[src/rtl/gray_mon_pkg.sv]
// Shared types and helpers for the Gray-count monitor: tracking states and
// a Gray-to-binary decoder usable for any width up to GRAY_MAX_W.
package gray_mon_pkg;

    localparam int GRAY_MAX_W = 32;

    typedef enum logic [1:0] {
        ACQ    = 2'd0,
        TRACK  = 2'd1,
        RESYNC = 2'd2
    } mon_state_e;

    // Zero-extended codes decode correctly because the extra high bits are 0.
    function automatic logic [GRAY_MAX_W-1:0] gray2bin(input logic [GRAY_MAX_W-1:0] g);
        logic [GRAY_MAX_W-1:0] d;
        d[GRAY_MAX_W-1] = g[GRAY_MAX_W-1];
        for (int i = GRAY_MAX_W - 2; i >= 0; i--) begin
            d[i] = d[i+1] ^ g[i];
        end
        return d;
    endfunction

endpackage

[src/rtl/gray_count_monitor_if.sv]
// Bundle between the upstream Gray counter side (master) and the monitor (slave).
interface gray_count_monitor_if #(
    parameter int W         = 4,
    parameter int ERR_CNT_W = 8
);
    logic [W-1:0]         gray_in;
    logic                 clr;
    logic [W-1:0]         bin_out;
    logic                 bin_valid;
    logic                 step;
    logic                 wrap;
    logic                 err;
    logic                 err_sticky;
    logic [ERR_CNT_W-1:0] err_count;

    modport master (
        output gray_in, clr,
        input  bin_out, bin_valid, step, wrap, err, err_sticky, err_count
    );

    modport slave (
        input  gray_in, clr,
        output bin_out, bin_valid, step, wrap, err, err_sticky, err_count
    );
endinterface

[src/rtl/gray_sync.sv]
// Plain W-bit by STAGES-deep flop chain for bringing a Gray bus into clk.
module gray_sync #(
    parameter int W      = 4,
    parameter int STAGES = 2
) (
    input  logic         clk,
    input  logic         rst_n,
    input  logic [W-1:0] d,
    output logic [W-1:0] q
);

    logic [W-1:0] stage_r [STAGES];

    // Shift the asynchronous input through the chain.
    always_ff @(posedge clk or negedge rst_n) begin
        if (!rst_n) begin
            for (int i = 0; i < STAGES; i++) begin
                stage_r[i] <= '0;
            end
        end else begin
            stage_r[0] <= d;
            for (int i = 1; i < STAGES; i++) begin
                stage_r[i] <= stage_r[i-1];
            end
        end
    end

    assign q = stage_r[STAGES-1];

endmodule

[src/rtl/gray_count_monitor.sv]
// Synchronises an upstream Gray count, decodes it and checks single steps.
// Optional error counter enabled by defining GRAY_MON_ERR_CNT_EN.
module gray_count_monitor
    import gray_mon_pkg::*;
#(
    parameter int W           = 4,
    parameter int SYNC_STAGES = 2,
    parameter int STABLE_CYC  = 4,
    parameter int ERR_CNT_W   = 8
) (
    input logic               clk,
    input logic               rst_n,
    gray_count_monitor_if.slave bus
);

    localparam int FILL_W = $clog2(SYNC_STAGES + 1);

    logic [W-1:0]      sync_s;
    logic [W-1:0]      d_s;
    logic [W-1:0]      delta_s;
    logic [3:0]        clean_next_s;
    logic              bad_s;

    mon_state_e        state_r;
    logic [FILL_W-1:0] fill_r;
    logic [3:0]        clean_r;
    logic [W-1:0]      bin_r;
    logic              valid_r;
    logic              step_r;
    logic              wrap_r;
    logic              err_r;
    logic              sticky_r;

    gray_sync #(
        .W      (W),
        .STAGES (SYNC_STAGES)
    ) u_sync (
        .clk   (clk),
        .rst_n (rst_n),
        .d     (bus.gray_in),
        .q     (sync_s)
    );

    // Decode and compare against the last accepted value.
    always_comb begin
        d_s          = W'(gray2bin(GRAY_MAX_W'(sync_s)));
        delta_s      = d_s - bin_r;
        clean_next_s = clean_r + 4'd1;
        bad_s        = (state_r == TRACK) && (delta_s != W'(0)) && (delta_s != W'(1));
    end

    // Acquire / track / resync state machine with registered outputs.
    always_ff @(posedge clk or negedge rst_n) begin
        if (!rst_n) begin
            state_r <= ACQ;
            fill_r  <= '0;
            clean_r <= 4'd0;
            bin_r   <= '0;
            valid_r <= 1'b0;
            step_r  <= 1'b0;
            wrap_r  <= 1'b0;
            err_r   <= 1'b0;
        end else begin
            step_r <= 1'b0;
            wrap_r <= 1'b0;
            err_r  <= 1'b0;
            case (state_r)
                ACQ: begin
                    if (fill_r == FILL_W'(SYNC_STAGES)) begin
                        bin_r   <= d_s;
                        valid_r <= 1'b1;
                        fill_r  <= '0;
                        state_r <= TRACK;
                    end else begin
                        fill_r <= fill_r + FILL_W'(1);
                    end
                end
                TRACK: begin
                    if (delta_s == W'(1)) begin
                        bin_r  <= d_s;
                        step_r <= 1'b1;
                        wrap_r <= (bin_r == {W{1'b1}});
                    end else if (bad_s) begin
                        bin_r   <= d_s;
                        err_r   <= 1'b1;
                        valid_r <= 1'b0;
                        clean_r <= 4'd0;
                        state_r <= RESYNC;
                    end else begin
                        bin_r <= bin_r;
                    end
                end
                RESYNC: begin
                    bin_r <= d_s;
                    // A bad delta here only restarts the stability window.
                    if (delta_s <= W'(1)) begin
                        if (clean_next_s == 4'(STABLE_CYC)) begin
                            clean_r <= 4'd0;
                            valid_r <= 1'b1;
                            state_r <= TRACK;
                        end else begin
                            clean_r <= clean_next_s;
                        end
                    end else begin
                        clean_r <= 4'd0;
                    end
                end
                default: begin
                    state_r <= ACQ;
                    fill_r  <= '0;
                    valid_r <= 1'b0;
                end
            endcase
        end
    end

    // Sticky error flag: a new error outranks a coincident clear.
    always_ff @(posedge clk or negedge rst_n) begin
        if (!rst_n) begin
            sticky_r <= 1'b0;
        end else if (bad_s) begin
            sticky_r <= 1'b1;
        end else if (bus.clr) begin
            sticky_r <= 1'b0;
        end else begin
            sticky_r <= sticky_r;
        end
    end

`ifdef GRAY_MON_ERR_CNT_EN
    logic [ERR_CNT_W-1:0] cnt_r;

    // Saturating error counter; clear with a coincident error leaves one.
    always_ff @(posedge clk or negedge rst_n) begin
        if (!rst_n) begin
            cnt_r <= '0;
        end else if (bad_s) begin
            if (bus.clr) begin
                cnt_r <= ERR_CNT_W'(1);
            end else if (cnt_r != {ERR_CNT_W{1'b1}}) begin
                cnt_r <= cnt_r + ERR_CNT_W'(1);
            end else begin
                cnt_r <= cnt_r;
            end
        end else if (bus.clr) begin
            cnt_r <= '0;
        end else begin
            cnt_r <= cnt_r;
        end
    end

    assign bus.err_count = cnt_r;
`else
    assign bus.err_count = ERR_CNT_W'(0);
`endif

    assign bus.bin_out    = bin_r;
    assign bus.bin_valid  = valid_r;
    assign bus.step       = step_r;
    assign bus.wrap       = wrap_r;
    assign bus.err        = err_r;
    assign bus.err_sticky = sticky_r;

endmodule

[src/flat_wrapper.sv]
// flat-port wrapper written by rule: the top's interface ports become plain ports
module gray_count_monitor_flat import gray_mon_pkg::*;
#(
    parameter int W           = 4,
    parameter int SYNC_STAGES = 2,
    parameter int STABLE_CYC  = 4,
    parameter int ERR_CNT_W   = 8
)
  (clk, rst_n, bus_gray_in, bus_clr, bus_bin_out, bus_bin_valid, bus_step, bus_wrap, bus_err, bus_err_sticky, bus_err_count);
  gray_count_monitor_if #(.W(W), .ERR_CNT_W(ERR_CNT_W)) bus_i ();
  input logic clk;
  input logic rst_n;
  input wire logic [$bits(bus_i.gray_in)-1:0] bus_gray_in;
  input wire logic [$bits(bus_i.clr)-1:0] bus_clr;
  output wire logic [$bits(bus_i.bin_out)-1:0] bus_bin_out;
  output wire logic [$bits(bus_i.bin_valid)-1:0] bus_bin_valid;
  output wire logic [$bits(bus_i.step)-1:0] bus_step;
  output wire logic [$bits(bus_i.wrap)-1:0] bus_wrap;
  output wire logic [$bits(bus_i.err)-1:0] bus_err;
  output wire logic [$bits(bus_i.err_sticky)-1:0] bus_err_sticky;
  output wire logic [$bits(bus_i.err_count)-1:0] bus_err_count;
  assign bus_i.gray_in = bus_gray_in;
  assign bus_i.clr = bus_clr;
  assign bus_bin_out = bus_i.bin_out;
  assign bus_bin_valid = bus_i.bin_valid;
  assign bus_step = bus_i.step;
  assign bus_wrap = bus_i.wrap;
  assign bus_err = bus_i.err;
  assign bus_err_sticky = bus_i.err_sticky;
  assign bus_err_count = bus_i.err_count;
  gray_count_monitor #(.W(W), .SYNC_STAGES(SYNC_STAGES), .STABLE_CYC(STABLE_CYC), .ERR_CNT_W(ERR_CNT_W)) u_core (.clk(clk), .rst_n(rst_n), .bus(bus_i));
endmodule
[config.mk]
export PLATFORM = sky130hd
export DESIGN_NAME = gray_count_monitor_flat
export DESIGN_NICKNAME = d
export VERILOG_FILES = /design/src/rtl/gray_mon_pkg.sv /design/src/rtl/gray_count_monitor_if.sv /design/src/rtl/gray_sync.sv /design/src/rtl/gray_count_monitor.sv /design/src/flat_wrapper.sv
export SDC_FILE = /design/constraint.sdc
export NUM_CORES = 1
export LEC_CHECK = 0
export CAP_MARGIN = 5
export CORE_UTILIZATION = 36
export DETAILED_ROUTE_END_ITERATION = 7
export GPL_TIMING_DRIVEN = 1
export SLEW_MARGIN = 20
export SYNTH_ARGS = -nofsm -noshare
export SYNTH_HDL_FRONTEND = slang
export SYNTH_SLANG_ARGS = --single-unit
[constraint.sdc]
create_clock -name clk -period 5.4 [get_ports clk]
set_input_delay 1.08 -clock clk [delete_from_list [all_inputs] [get_ports clk]]
set_output_delay 1.08 -clock clk [all_outputs]
set_load 0.01 [all_outputs]
### Yosys cells after proc, flatten, opt, wreduce, memory -nomap -nowiden

Index checks and enable logic that the tools add are counted.

* reduce and logical (&&, ||, !) cells: 11
* $add $sub $neg: 3
* multiplexer cells: 32
* eq/ne operators: 13
* bitwise operators: 3
* order comparisons: 1

Operator list (count)
* $mux 4: 7
* $mux 1: 14
* $mux 2: 6
* $pmux 4 s3: 1
* $ne 2x1->1 const B: 4
* $pmux 4 s2: 1
* $pmux 2 s3: 1
* $reduce_and 3->1: 2
* $reduce_and 5->1: 1
* $add 4x1->4 const B: 1
* $eq 2x2->1 const B: 2
* $eq 4x1->1 const B: 1
* $eq 4x3->1 const B: 1
* $eq 4x4->1 const B: 1
* $le 4x1->1 const B: 1
* $ne 4x1->1 const B: 1
* $pmux 2 s2: 1
* $reduce_bool 2->1: 2
* $reduce_bool 4->1: 1
* $sub 4x4->4: 1
* $ne 3x2->1 const B: 1
* $pmux 1 s3: 1
* $reduce_bool 3->1: 1
* $xor 1x1->1: 3
* other kinds (6): 7

* input port bits: 7
* output and inout bits: 17
* logic and storage cells: 74
* register bits after elaboration: 25

### Depth between registers and ports, before layout

Gate-level depths: netlist of the first run.

* depth in word-level cells: 10
* mapped depth: 12
* gate-level depth less buffers: 11

### Hierarchy

From an unflattened synthesis of the first run, not the netlist that was laid out.

* cell total of the unflattened synthesis: 126
* area, all modules: 1371.3 µm²

By module, submodules not included
* gray_count_monitor: sequential area each 425.4 µm², cells an instance 114, area an instance 1141.1 µm², times used 1
* gray_sync: sequential area each 200.2 µm², cells an instance 12, area an instance 230.2 µm², times used 1

### Worst setup path after synthesis of the first run

Ideal clock, no wire load.

* path kind: flip-flop to flip-flop
* from: reg u_core.u_sync.stage_r, in the netlist u_core.u_sync.q[3]
* to: reg u_core.valid_r (netlist: u_core.bus.bin_valid)
* setup time: 128 ps
* path slack: 2491 ps
* required time: 5272 ps
* data arrival time: 2781 ps
* buffers on the path: 0
* cell stages (with the launch flop): 12
* cells stage by stage: dfrtp_1 xor2_1 xor2_1 xnor2_1 ha_1 inv_1 fa_1 xnor2_1 nand2b_1 a21o_1 o32ai_2 mux2_1

* cells in the longest elaborated chain, start to end: 9
* elaborated cells on any way between the ends: 14
* classes of those cells: 1 x add/sub; 1 x order compare; 5 x eq/ne; 3 x bitwise; 4 x reduce/logical

RTL lines
* start: declaration: line gray_sync.sv:12 `logic [W-1:0] stage_r [STAGES];`
* start signal: indexed assignment: line gray_sync.sv:23 `stage_r[i] <= stage_r[i-1];`
* $xor 1x1->1 *: line gray_mon_pkg.sv:18 `d[i] = d[i+1] ^ g[i];`
* named net u_core.d_s[2]: line gray_count_monitor.sv:19 `logic [W-1:0] d_s;`
* $xor 1x1->1 *: line gray_mon_pkg.sv:18
* named net u_core.d_s[1]: line gray_count_monitor.sv:19
* $xor 1x1->1: line gray_mon_pkg.sv:18
* $sub 4x4->4 *: line gray_count_monitor.sv:47 `delta_s = d_s - bin_r;`
* branches (longest 4 deep; another with $le 4x1->1)
* $reduce_and 5->1 (no line) *
* end signal: assignment: line gray_count_monitor.sv:59 `valid_r <= 1'b0;`
* end signal: assignment: line gray_count_monitor.sv:71 `valid_r <= 1'b1;`
* end signal: assignment: line gray_count_monitor.sv:86 `valid_r <= 1'b0;`
* end: declaration: line gray_count_monitor.sv:28 `logic valid_r;`

Mark *: on every way through the listed nets, which the timed path passes.
A chain may end at the register's enable or synchronous reset.

### Worst setup path in the final report of the first run

Same ends and word-level chain as after synthesis.

==> impl_metrics.yaml, run 1 <==
routing:
  detail_route.drc_violations: 0
  wl_per_cell_um: 11.7
  postRouteWirelength_mm: 2.11
  drt-pass1-iter-count: 4
  routed_via_density: 4.76
  num_vias: 861
  drt_first_iter_violations: 16
  drtAntennaViolNets: 0
worst_hold_path:
  hold_path_class: "reg2reg"
timing:
  tightest_slew_ns: 0.542
  post-route-period-util: 0.616
  hold_violations: 0
  final-max-slew-violation-count: 0
  timing.clock.skew_ns: 0.00440
  setup_total_negative_slack_ns: 0
  setup_viol_count_final: 0
  maxClockFrequency_mhz: 301
  relSlewSlack: 0.635
  final.min_clock_period_ns: 3.33
  grt_setup_unrepaired: "no"
logic_synthesis:
  most_common_cell_in_the_synthesized_netlist: "sky130_fd_sc_hd__dfrtp_1"
  ys_top_cells_by_count: "25 x sky130_fd_sc_hd__dfrtp_1, 11 x sky130_fd_sc_hd__inv_1, 9 x sky130_fd_sc_hd__ha_1"
  yosysTopAreaCellShare: 0.477
  async_reset_ff_frac: 1.00
  synth.yosys.warnings: 0
  synth.yosys.seq_area_share: 0.477
  post_synth_num_cell_types: 36
  flip_flop_and_latch_count_after_synthesis: 25
  post_synth.cell_area_avg_um2: 11.1
  synth_top_area_cell: "sky130_fd_sc_hd__dfrtp_1"
  synth_edf_count: 0
  synthesis.area_um2: 1310
  postSynth.topFlopCell: "sky130_fd_sc_hd__dfrtp_1"
  synthTopCellsByArea: "sky130_fd_sc_hd__dfrtp_1 48%, sky130_fd_sc_hd__ha_1 8.6%, sky130_fd_sc_hd__buf_4 4.6%"
  synthesized_instance_count: 118
global_route:
  grt_remaining_overflow: 0
  first_global_vias: 854
  grt_pass1_wl_mm: 3.88
  grt.total_usage: 0.124
  grt_start_max_net_pins: 26
  antenna_violations_before_repair: 0
status:
  outcome: "finished clean"
cts:
  post_cts_resized: 0
  tritoncts: "yes"
  cts.path.max_buffers: 2
  cts_post_setup_buffers_inserted: 0
  number_of_buffers_inserted_for_hold_repair_after_clock_tree_synthesis: 0
  root_driver: "sky130_fd_sc_hd__clkbuf_4"
  htree_num_levels: 1
  clk_lat_worst_skew_ns: 0.32
  cts.sink_count: 25
  tritoncts.num_buffers: 3
  clock_pin_transition_on_the_worst_setup_and_hold_timing_paths_ns: 0.13
placement:
  port_buffers: 15
  final_replace_weighted_congestion: 0.792
  placed_area_um2: 1480
  hpwlAfterDp_mm: 1.63
finish:
  final_design_area_no_fill_um2: 1500
  design.final.nets: 153
  post_route_cells_drive_above_1_share: 0.0741
  final_design_utilization: 0.440
  antenna_cells_inserted: 0
  filler_cell_count: 328
  synthToLayoutAreaGrowth_pct: 14.6
setup_path:
  crit_path_max_fanout: 12
  critical_path.endpoint_type: "register"
  arrival_time_of_the_worst_setup_path_ns: 3.54
  critPathRequiredTime_ns: 5.62
  critical_path_class: "reg2reg"
  worstSetupStartpointType: "register"
  r2r_setup_slack_ns: 2.07
die:
  design.portCount: 24
  rows: 21
  chipHeight_um: 62.4
  core_region_area_um2: 3420
  die_x_um: 62.4
  initial_core_util: 0.384
  dieArea_um2: 3890
job:
  maxCapViolCount: 0
pwr:
  ir_worst_vdd_mv: 0.240
  cellPowerDensity_nw_per_um2: 500
  power_leakage_uw: 0.000691
  overall_power_consumption_uw: 752
## path summary, 6_finish.rpt
path	startpoint	end	cells after the start
setup / recovery	u_core.u_sync.q[3]	u_core.bus.bin_valid	11
hold / removal	u_core.u_sync.stage_r[6]	u_core.u_sync.q[2]	0
setup reg to reg	u_core.u_sync.q[3]	u_core.bus.bin_valid	11
hold reg to reg	u_core.u_sync.stage_r[6]	u_core.u_sync.q[2]	0
max in group asynchronous	rst_n	u_core.bus.err_sticky	1
min in group asynchronous	rst_n	u_core.fill_r[0]	1
## report_power, final
| group | internal, uW | switching [uW] | leakage (uW) |
|---|---|---|---|
| clock | 27.7 | 55.0 | 0.0000177 |
| sequential | 235 | 37.9 | 0.000311 |
| combinational | 187 | 210 | 0.000362 |
## layout make-up
type | instances | area [um^2] | share of cell area
sequential | 25 | 626 | 0.416
timing repair buffer | 15 | 145 | 0.0965
clock buffer | 3 | 22.5 | 0.0150
clock inverter | 1 | 5.00 | 0.00333
multi-input combinational | 80 | 607 | 0.403
inverter | 11 | 41.3 | 0.0275
tap | 46 | 57.6 | 0.0383
## layout by cell type (no fill, tap or decap), types with 2 or more instances in the layout
cell type                         synthesis  routed
sky130_fd_sc_hd__a21o_1                   5       5
sky130_fd_sc_hd__a21oi_1                  2       2
sky130_fd_sc_hd__a2bb2oi_1                2       2
sky130_fd_sc_hd__a31oi_1                  2       2
sky130_fd_sc_hd__clkbuf_4                 0       3
sky130_fd_sc_hd__clkdlybuf4s50_1          0      14
sky130_fd_sc_hd__conb_1                   1       8
sky130_fd_sc_hd__dfrtp_1                 25      25
sky130_fd_sc_hd__ha_1                     9       9
sky130_fd_sc_hd__inv_1                   11      11
sky130_fd_sc_hd__mux2_1                   4       4
sky130_fd_sc_hd__mux2i_1                  2       2
sky130_fd_sc_hd__nand2_1                  8       8
sky130_fd_sc_hd__nand3_1                  2       2
sky130_fd_sc_hd__nand3b_1                 2       2
sky130_fd_sc_hd__nor2_1                   3       3
sky130_fd_sc_hd__nor4b_1                  2       2
sky130_fd_sc_hd__o21ai_0                  5       5
sky130_fd_sc_hd__o22ai_1                  2       2
sky130_fd_sc_hd__xnor2_1                  2       2
sky130_fd_sc_hd__xor2_1                   5       5
## layer usage
layer | routed length, um | global-route usage | vias to the layer above
met5 | 0 | 0 | -
met4 | 19 | 0.0349 | 0
met3 | 68 | 0.0219 | 2
met2 | 1020 | 0.195 | 23
met1 | 1000 | 0.174 | 412
li1 | - | - | 424
## sequential cells by signal, indices dropped and copies added (netlist names)
register               count
u_core.state_r             2
u_core.bus.bin_out         4
u_core.u_sync.q            4
u_core.bus.bin_valid       1
u_core.bus.err             1
u_core.fill_r              2
u_core.u_sync.stage_r      4
u_core.bus.step            1
u_core.bus.wrap            1
u_core.bus.err_sticky      1
u_core.clean_r             4
## critical path, cell delays in order (launching register included)
cell	delay (ns)
sky130_fd_sc_hd__dfrtp_1	0.43
sky130_fd_sc_hd__xor2_1	0.24
sky130_fd_sc_hd__xor2_1	0.42
sky130_fd_sc_hd__xnor2_1	0.20
sky130_fd_sc_hd__ha_1	0.19
sky130_fd_sc_hd__inv_1	0.06
sky130_fd_sc_hd__fa_1	0.38
sky130_fd_sc_hd__xnor2_1	0.19
sky130_fd_sc_hd__nand2b_1	0.11
sky130_fd_sc_hd__a21o_1	0.29
sky130_fd_sc_hd__o32ai_2	0.37
sky130_fd_sc_hd__mux2_1	0.35
## logic make-up (layout without fill, tap and decap cells)
kind of cell             count (synthesis)  after routing  share of synthesized area
AO/OA/AOI/OAI                           24             24                      0.137
multiplexers                             7              7                     0.0581
adder cells (fa/ha/maj)                 10             10                      0.101
buffers and inverters                   20             30                     0.0810
flip-flops                              25             25                      0.477
AND/OR/NAND/NOR                         24             24                     0.0963
XOR/XNOR                                 7              7                     0.0467
other                                    1              8                    0.00286
## through the flow
step	setup WS [ns]	instances	hold slack, ns
final	2.07	181	0.365
after global routing	1.77	181	0.377
after CTS	2.04	181	0.368
after detailed placement	2.06	177	0.336
after global placement	2.27	177	0.333
after floorplan	2.49	125	0.331
(Power assumes the default switching activity.)
==> run 2: changes to the inputs <==
- clock period: 5.4 -> 3.3 ns (I/O delays scaled with it)
==> run 2 against run 1 <==
Register-to-register slack got worse by 1.9 ns. Global-route usage is 0.93 points higher. Non-clock buffer count grew 2. Fmax grew 7.8%. Cell count rose by 1.1%. Die area unchanged. Clock skew about the same. Sequential power grew 65%. Highest routed layer unchanged.
==> impl_metrics.yaml, run 2 (synthesis gave the netlist of run 1 again) <==
routing:
  drt_first_iter_violations: 18
  num_vias: 900
  wl_per_cell_um: 12.3
  routed_via_density: 4.92
  detail_route.drc_violations: 0
  drtAntennaViolNets: 0
  postRouteWirelength_mm: 2.26
  drt-pass1-iter-count: 4
setup_path:
  critical_path_class: "reg2reg"
  worst-r2r-cell-count: 11
  critPathRequiredTime_ns: 3.53
  critical_path.endpoint_type: "register"
  worstSetupStartpointType: "register"
  crit_path_max_fanout: 4
  cpMaxStageDelayCell: "sky130_fd_sc_hd__dfrtp_1"
  timing.rr.start: "u_core.u_sync.q[3]"
  delay_of_the_slowest_critical_path_stage_ns: 0.45
  r2r_setup_slack_ns: 0.21
  timing.critical_path.cells: "xor2_2 -> xor2_2 -> xnor2_1 -> ha_1 -> inv_1 -> fa_1 -> xnor2_1 -> nand2b_1 -> a21o_1 -> o32ai_2 -> mux2_1"
  arrival_time_of_the_worst_setup_path_ns: 3.31
  r2r_end: "u_core.bus.bin_valid"
pwr:
  cellPowerDensity_nw_per_um2: 820
  power_leakage_uw: 0.000703
  ir_worst_vdd_mv: 0.493
finish:
  final_design_area_no_fill_um2: 1540
  antenna_cells_inserted: 0
  synthToLayoutAreaGrowth_pct: 17.5
  filler_cell_count: 336
  design.final.nets: 155
  post_route_cells_drive_above_1_share: 0.0949
  mostFrequentLayoutCells: "25 x sky130_fd_sc_hd__dfrtp_1, 15 x sky130_fd_sc_hd__clkdlybuf4s50_1, 11 x sky130_fd_sc_hd__inv_1"
  layout_commonest_cell: "sky130_fd_sc_hd__dfrtp_1"
worst_hold_path:
  timing.hold.worst_endpoint: "u_core.u_sync.q[1]"
  min_delay_src: "u_core.u_sync.stage_r[5]"
  whs_path_depth: 0
  hold_path_class: "reg2reg"
placement:
  placed_area_um2: 1500
  hpwlAfterDp_mm: 1.72
  final_replace_weighted_congestion: 0.770
  port_buffers: 15
global_route:
  global_route.usage.met3: 0.0237
  grt_pass1_wl_mm: 4.14
  peak_usage_layer_in_the_global_routing_report: "met2"
  first_global_vias: 937
  grt_remaining_overflow: 0
  antenna_violations_before_repair: 0
  groute.layer.met1.usage: 0.161
  grt.total_usage: 0.133
  grt_start_max_net_pins: 26
  met2_capacity_usage_during_global_routing: 0.236
cts:
  clock_pin_transition_on_the_worst_setup_and_hold_timing_paths_ns: 0.15
  cts.sink_count: 25
  root_driver: "sky130_fd_sc_hd__clkbuf_4"
  cts_post_setup_buffers_inserted: 0
  post_cts_resized: 0
  tritoncts: "yes"
  cts.path.max_buffers: 2
  tritoncts.num_buffers: 3
  clk_lat_worst_skew_ns: 0.33
  number_of_buffers_inserted_for_hold_repair_after_clock_tree_synthesis: 0
  htree_num_levels: 1
timing:
  setup_viol_count_final: 0
  hold_violations: 0
  setup_total_negative_slack_ns: 0
  final-max-slew-violation-count: 0
  relSlewSlack: 0.652
  grt_setup_unrepaired: "no"
  post-route-period-util: 0.935
  final.min_clock_period_ns: 3.09
  timing.clock.skew_ns: 0.00459
  maxClockFrequency_mhz: 324
  tightest_slew_ns: 0.516
die:
  dieArea_um2: 3890
  die_x_um: 62.4
  rows: 21
  design.portCount: 24
  chipHeight_um: 62.4
  core_region_area_um2: 3420
  initial_core_util: 0.384
status:
  outcome: "finished clean"
job:
  maxCapViolCount: 0
[run 2: where the power goes]
part           internal [uW]  switching, uW
Sequential               384           64.0
Combinational            317            350
Clock                   49.4            100
[run 2: worst max path at each step]
stage / start / endpoint / cells after the start
after floorplan: u_core.u_sync.q[3] / u_core.bus.bin_valid / 11
after global placement: u_core.u_sync.q[3] / u_core.bus.bin_out[1] / 11
after detailed placement: u_core.u_sync.q[3] / u_core.bus.bin_valid / 11
after CTS: u_core.u_sync.q[3] / u_core.bus.bin_valid / 11
after global routing: u_core.u_sync.q[3] / u_core.bus.bin_out[3] / 11
final: u_core.u_sync.q[3] / u_core.bus.bin_valid / 11
[run 2: worst max-delay path: cells and delay by family (launching register included)]
family / cells / cell delay (ns)
xor+xnor: 4 / 0.89
mux: 1 / 0.36
simple gates: 1 / 0.11
buf+inv: 1 / 0.06
compound gates: 2 / 0.53
fa+ha+maj: 2 / 0.59
flops: 1 / 0.45
[run 2: per-stage QoR]
stage | hold slack [ns] | instances | util | power, uW | setup WS, ns
after floorplan | 0.331 | 125 | - | 913 | 0.391
final | 0.375 | 183 | 0.452 | 1270 | 0.215
after detailed placement | 0.343 | 179 | 0.438 | 1120 | 0.0738
after global routing | 0.385 | 183 | 0.452 | 1380 | 0.0375
after global placement | 0.334 | 179 | 0.438 | 1110 | 0.303
after CTS | 0.378 | 183 | 0.447 | 1280 | 0.0401
[run 2: final cells by class]
class                           count  area, um^2  share of cell area
Timing Repair Buffer               17         165               0.107
Clock buffer                        3        22.5              0.0146
Inverter                           11        41.3              0.0268
Sequential cell                    25         626               0.406
Multi-Input combinational cell     80         622               0.403
Tap cell                           46        57.6              0.0373
Clock inverter                      1        8.76             0.00568
[run 2: per-layer routing]
layer  vias up  routed length (um)
met2        23                1130
met5         -                   0
met1       443                1030
met4         0                  29
li1        430                   -
met3         4                  67
==> variant 1: new RTL, flow settings as in run 2 <==
Re-encode `mon_state_e` (3 states) as one-hot, 3 bits wide.
--- a/src/rtl/gray_mon_pkg.sv
+++ b/src/rtl/gray_mon_pkg.sv
@@ -4,10 +4,10 @@
 
     localparam int GRAY_MAX_W = 32;
 
-    typedef enum logic [1:0] {
-        ACQ    = 2'd0,
-        TRACK  = 2'd1,
-        RESYNC = 2'd2
+    typedef enum logic [2:0] {
+        ACQ    = 3'b001,
+        TRACK  = 3'b010,
+        RESYNC = 3'b100
     } mon_state_e;
 
     // Zero-extended codes decode correctly because the extra high bits are 0.
Formal check against the unedited RTL: same outputs for any inputs over 10 cycles, from zero or initial values and one cycle with rst_n low; not proved beyond that.
==> variant 1 against run 2 <==
- setup slack improved by 40 ps
- routed wire length rose by 11%
- global-route usage rose by 0.43 points
- count of clock-buffer cells in the layout rose by 1
- sequential cell count rose by 1
- synthesized cell count rose by 5.9%
- area after synthesis rose by 5.4%
- cell area rose by 5.4%
- sequential power rose by 8.0%
- total power fell by 1.6%
- critical path type unchanged
- critical endpoint unchanged
==> variant 1: results (changes against run 2) <==
[run_status]
outcome = completed

[logic_synthesis]
synthDistinctLibCells = 44  ; +22%
synth.top_cells.by_count = dfrtp_1, inv_1, a21oi_1, buf_4
ys_top_cells_by_area = dfrtp_1, ha_1, buf_4
yosysSeqAreaShare_pct = 47.1  ; -0.56 points
synthFlopType = dfrtp_1
yosys_warnings = 0  ; unchanged
syn_inst = 125  ; +5.9%
synthArstFlopShare_pct = 100  ; unchanged

[global_routing]
grt_pass1_wl_um = 4400  ; +6.2%
antenna_found_initial = 0  ; unchanged
grt_max_degree = 27  ; +3.8%
grt_usage_pct = 13.7  ; +0.43 points
grt_pass1_vias = 986  ; +5.2%

[setup_path]
crit_arrival_ps = 3210  ; -100 ps
slowest_stage = dfrtp_1
end_kind = register
crit_family = XOR/XNOR gates
path_max_fanout = 4  ; unchanged
max_stage_delay_ps = 420  ; -30 ps

[routing]
num_vias = 962  ; +6.9%
detail_route.first_pass.iterations = 4  ; unchanged
wirelength_um = 2500  ; +11%
wl_per_cell_um = 13.0  ; +5.4%
drtIter0Drc = 29  ; +11

[cts]
root_buffer = clkbuf_8
cts_resized = 0  ; unchanged
clkTransAtPathRegs_ps = 90  ; -60 ps
clockBufferDepth = 2  ; unchanged
cts_max_level = 1  ; unchanged
cts_hold_buf = 0  ; unchanged
clock_latency_ps = 270  ; -60 ps
cts_buffers = 3  ; unchanged
cts_setup_buffers = 0  ; unchanged

[min_path]
hp-class = reg2reg

[sta]
skew_ps = 5.88  ; +1.29 ps
relSlewSlack_pct = 66.7  ; +1.4 points
hold_viol_final = 0  ; unchanged

[cells_and_area]
drive_gt1_share_pct = 12.5  ; +3.0 points
final.fill_count = 360  ; +7.1%
diodes = 0  ; unchanged
final_nets = 158  ; +1.9%

[placement]
post-place-cells = 188  ; +5.0%
gp_congestion = 0.787  ; +2.3%
place.port_buffers = 15  ; unchanged
dp_hpwl_um = 1920  ; +11%

[power_and_ir_drop]
p_leak_nw = 0.719  ; +2.3%
ir_drop_mv = 0.319  ; -35%

## variant 1: through the flow
stage / total power, W / setup WS (ps) / area [µm²]
6_report: 0.00124 / 254 / 1630
5_1_grt: 0.00134 / 23.3 / 1630
4_1_cts: 0.00125 / 243 / 1630
3_5_place_dp: 0.00105 / 250 / 1570
3_3_place_gp: 0.00102 / 390 / 1570
2_1_floorplan: 0.000879 / 407 / 1410
## variant 1: worst paths after layout
path	startpoint	end	slack, ps	cells after the start
hold / removal	u_core.u_sync.stage_r[5]	u_core.u_sync.q[1]	350	0
setup / recovery	u_core.u_sync.q[3]	u_core.bus.bin_valid	250	11
max in group asynchronous	rst_n	u_core.state_r[0]	2260	2
setup reg to reg	u_core.u_sync.q[3]	u_core.bus.bin_valid	250	11
min in group asynchronous	rst_n	u_core.clean_r[1]	740	2
hold reg to reg	u_core.u_sync.stage_r[5]	u_core.u_sync.q[1]	350	0
## variant 1: cell type report
type,count,area share [%]
Sequential cell,26,40.1
Clock buffer,4,3.38
Inverter,9,2.08
Timing Repair Buffer,17,10.2
Tap cell,48,3.69
Multi-Input combinational cell,88,40.6
## variant 1: per-layer routing
layer,share of wire (%),vias up,global-route usage [%],wire length (µm)
li1,-,467,-,-
met1,46,473,17.7,1150
met2,50,19,23.1,1250
met3,2.6,3,2.86,66
met4,0.92,0,3.69,23
met5,0,-,0,0
## variant 1: power breakdown
group	internal (W)	switching (W)	total (W)
registers	0.000393	0.0000905	0.000484
clock network	0.000107	0.000101	0.000208
logic	0.000287	0.000266	0.000553
total	0.000787	0.000458	0.00124
## variant 1: cell families (layout without fill, tap and decap cells)
group	count (synthesis)	after routing	share of synthesized area (%)
AOI/OAI and AO/OA	31	31	17.2
xor gates and xnor gates	5	5	3.16
adders and majority gates	6	6	5.97
buffers and inverters	18	30	7.05
DFF	26	26	47.1
muxes	5	5	4.79
other	1	8	0.271
and+or+nand+nor	33	33	14.5
## variant 1: worst register-to-register path, cell delays in order (launching register included)
cell       delay [ps]
dfrtp_1           420
xor2_1            280
xor2_1            260
xnor2_1           180
ha_1              190
inv_1              50
fa_1              380
xor2_1            180
nor2_1            230
o2111ai_1         240
o2bb2ai_1         210
mux2_1            330
==> variant 2: new RTL, settings of run 2 <==
Made on the original files. Build with the macro `GRAY_MON_ERR_CNT_EN` defined.
--- a/src/rtl/gray_count_monitor.sv
+++ b/src/rtl/gray_count_monitor.sv
@@ -1,5 +1,7 @@
 // Synchronises an upstream Gray count, decodes it and checks single steps.
 // Optional error counter enabled by defining GRAY_MON_ERR_CNT_EN.
+`define GRAY_MON_ERR_CNT_EN
+
 module gray_count_monitor
     import gray_mon_pkg::*;
 #(
Formal check against the unedited RTL: not equivalent (Yosys sat finds a counterexample within 10 cycles, from zero or initial values and one cycle with rst_n low).
==> variant 2 against run 2 <==
- the run now ends with design-rule violations left
- sequential share of layout area is 1.5 points lower
- sequential cell count is 8 higher
- total power is 35% higher
- clock power is 100% higher
- cell count rose by 32%
- sequential power is 30% higher
- area after synthesis is 30% higher
- count of clock-buffer cells in the layout is 2 higher
- routed wire length grew 48%
- cell area grew 37%
- setup slack got worse by 55 ps
- largest cell class is now multi-input gates
- largest power group unchanged
==> variant 2: results (changes against run 2) <==
[run_status]
outcome = finished, violations left
failed_checks = design-rule violations

[global_routing]
grt_pass1_wl_um = 5780  ; +40%
grt_usage_pct = 14.8  ; +1.5 points
grtUsageMet2_pct = 25.4  ; +1.8 points
met3_usage_pct = 3.85  ; +1.5 points
grt_pass1_vias = 1256  ; +34%

[logic_synthesis]
avgSynthCellArea_um2 = 10.6  ; -4.4%
synth.area.mux_share_pct = 7.16  ; +1.3 points
synthDistinctLibCells = 44  ; +22%
yosys.area_share.xor_xnor_pct = 3.07  ; -1.6 points
ys_top_cells_by_area = dfrtp_1, ha_1, mux2_2
synth_adder_area_share_pct = 8.48  ; -1.6 points

[routing]
detail_route.first_pass.iterations = 6  ; +2
num_vias = 1237  ; +37%
drc_errors = 4  ; +4
wl_per_cell_um = 13.8  ; +12%
wirelength_um = 3340  ; +48%
drtIter0Drc = 56  ; +38
met2_length_um = 1690  ; +50%
route.met3.wl_um = 122  ; +82%

[cells_and_area]
seqCellArea_um2 = 826  ; +32%
nonClkBufAreaFrac_pct = 12.0  ; +1.3 points
diodes = 0  ; unchanged
multiInputGateArea_um2 = 833  ; +34%
inv_count = 12  ; +1
drive_gt1_share_pct = 13.7  ; +4.2 points
num-multi-input-gates = 111  ; +39%
final_nets = 207  ; +34%
nNonClkBuffers = 26  ; +9
final.fill_count = 408  ; +21%
fin_area_um2 = 2110  ; +37%

[placement]
dp_hpwl_um = 2430  ; +41%
place.port_buffers = 23  ; +8
pre_cts_slack_ps = 141  ; +67.4 ps
post-place-cells = 234  ; +31%
post_dp_cell_area_um2 = 2010  ; +34%

[power_and_ir_drop]
total_power_w = 0.00171  ; +35%
p_leak_nw = 0.931  ; +32%
switchingPower_w = 0.000667  ; +30%
combPwrFrac_pct = 48.2  ; -4.6 points

[sta]
skew_ps = 2.48  ; -2.11 ps
timing.hold.ws_ps = 351  ; -23.2 ps
worst_slew_pin_slew_ps = 542  ; +25.9 ps

[cts]
cts_num_sinks = 33  ; +32%
root_buffer = clkbuf_8
clkTransAtPathRegs_ps = 70  ; -80 ps

[floorplan]
n_tap_cell = 52  ; +13%

[min_path]
hold_path_end = u_core.u_sync.q[3]

[setup_path]
r2r-start = u_core.u_sync.q[3]

[variant 2: cell types whose count changed after synthesis, sizes merged, moves of 3 or more]
| cell | delta |
|---|---|
| nand3 | +9 |
| buf | -8 |
| dfrtp | +8 |
| nor2 | +8 |
| nor2b | +6 |
| a21o | -5 |
| a21oi | +4 |
| clkbuf | +4 |
| nor3 | +3 |
[variant 2: worst max path at each step]
stage	to	slack, ps	start
final	u_core.state_r[0]	160	u_core.u_sync.q[3]
after global routing	u_core.state_r[0]	2	u_core.u_sync.q[3]
after floorplan	u_core.state_r[0]	360	u_core.u_sync.q[3]
after CTS	u_core.state_r[0]	120	u_core.u_sync.q[3]
after detailed placement	u_core.state_r[0]	140	u_core.u_sync.q[3]
after global placement	u_core.state_r[0]	260	u_core.u_sync.q[3]
[variant 2: worst max-delay path, cell delays in order (launching register included)]
cell and delay [ps]:
dfrtp_1 430, xor2_2 220, xor2_1 290, xnor2_1 130
ha_1 220, fa_1 380, xor2_1 170, nand2_1 120
or4b_1 500, a32o_2 270, mux2_4 300
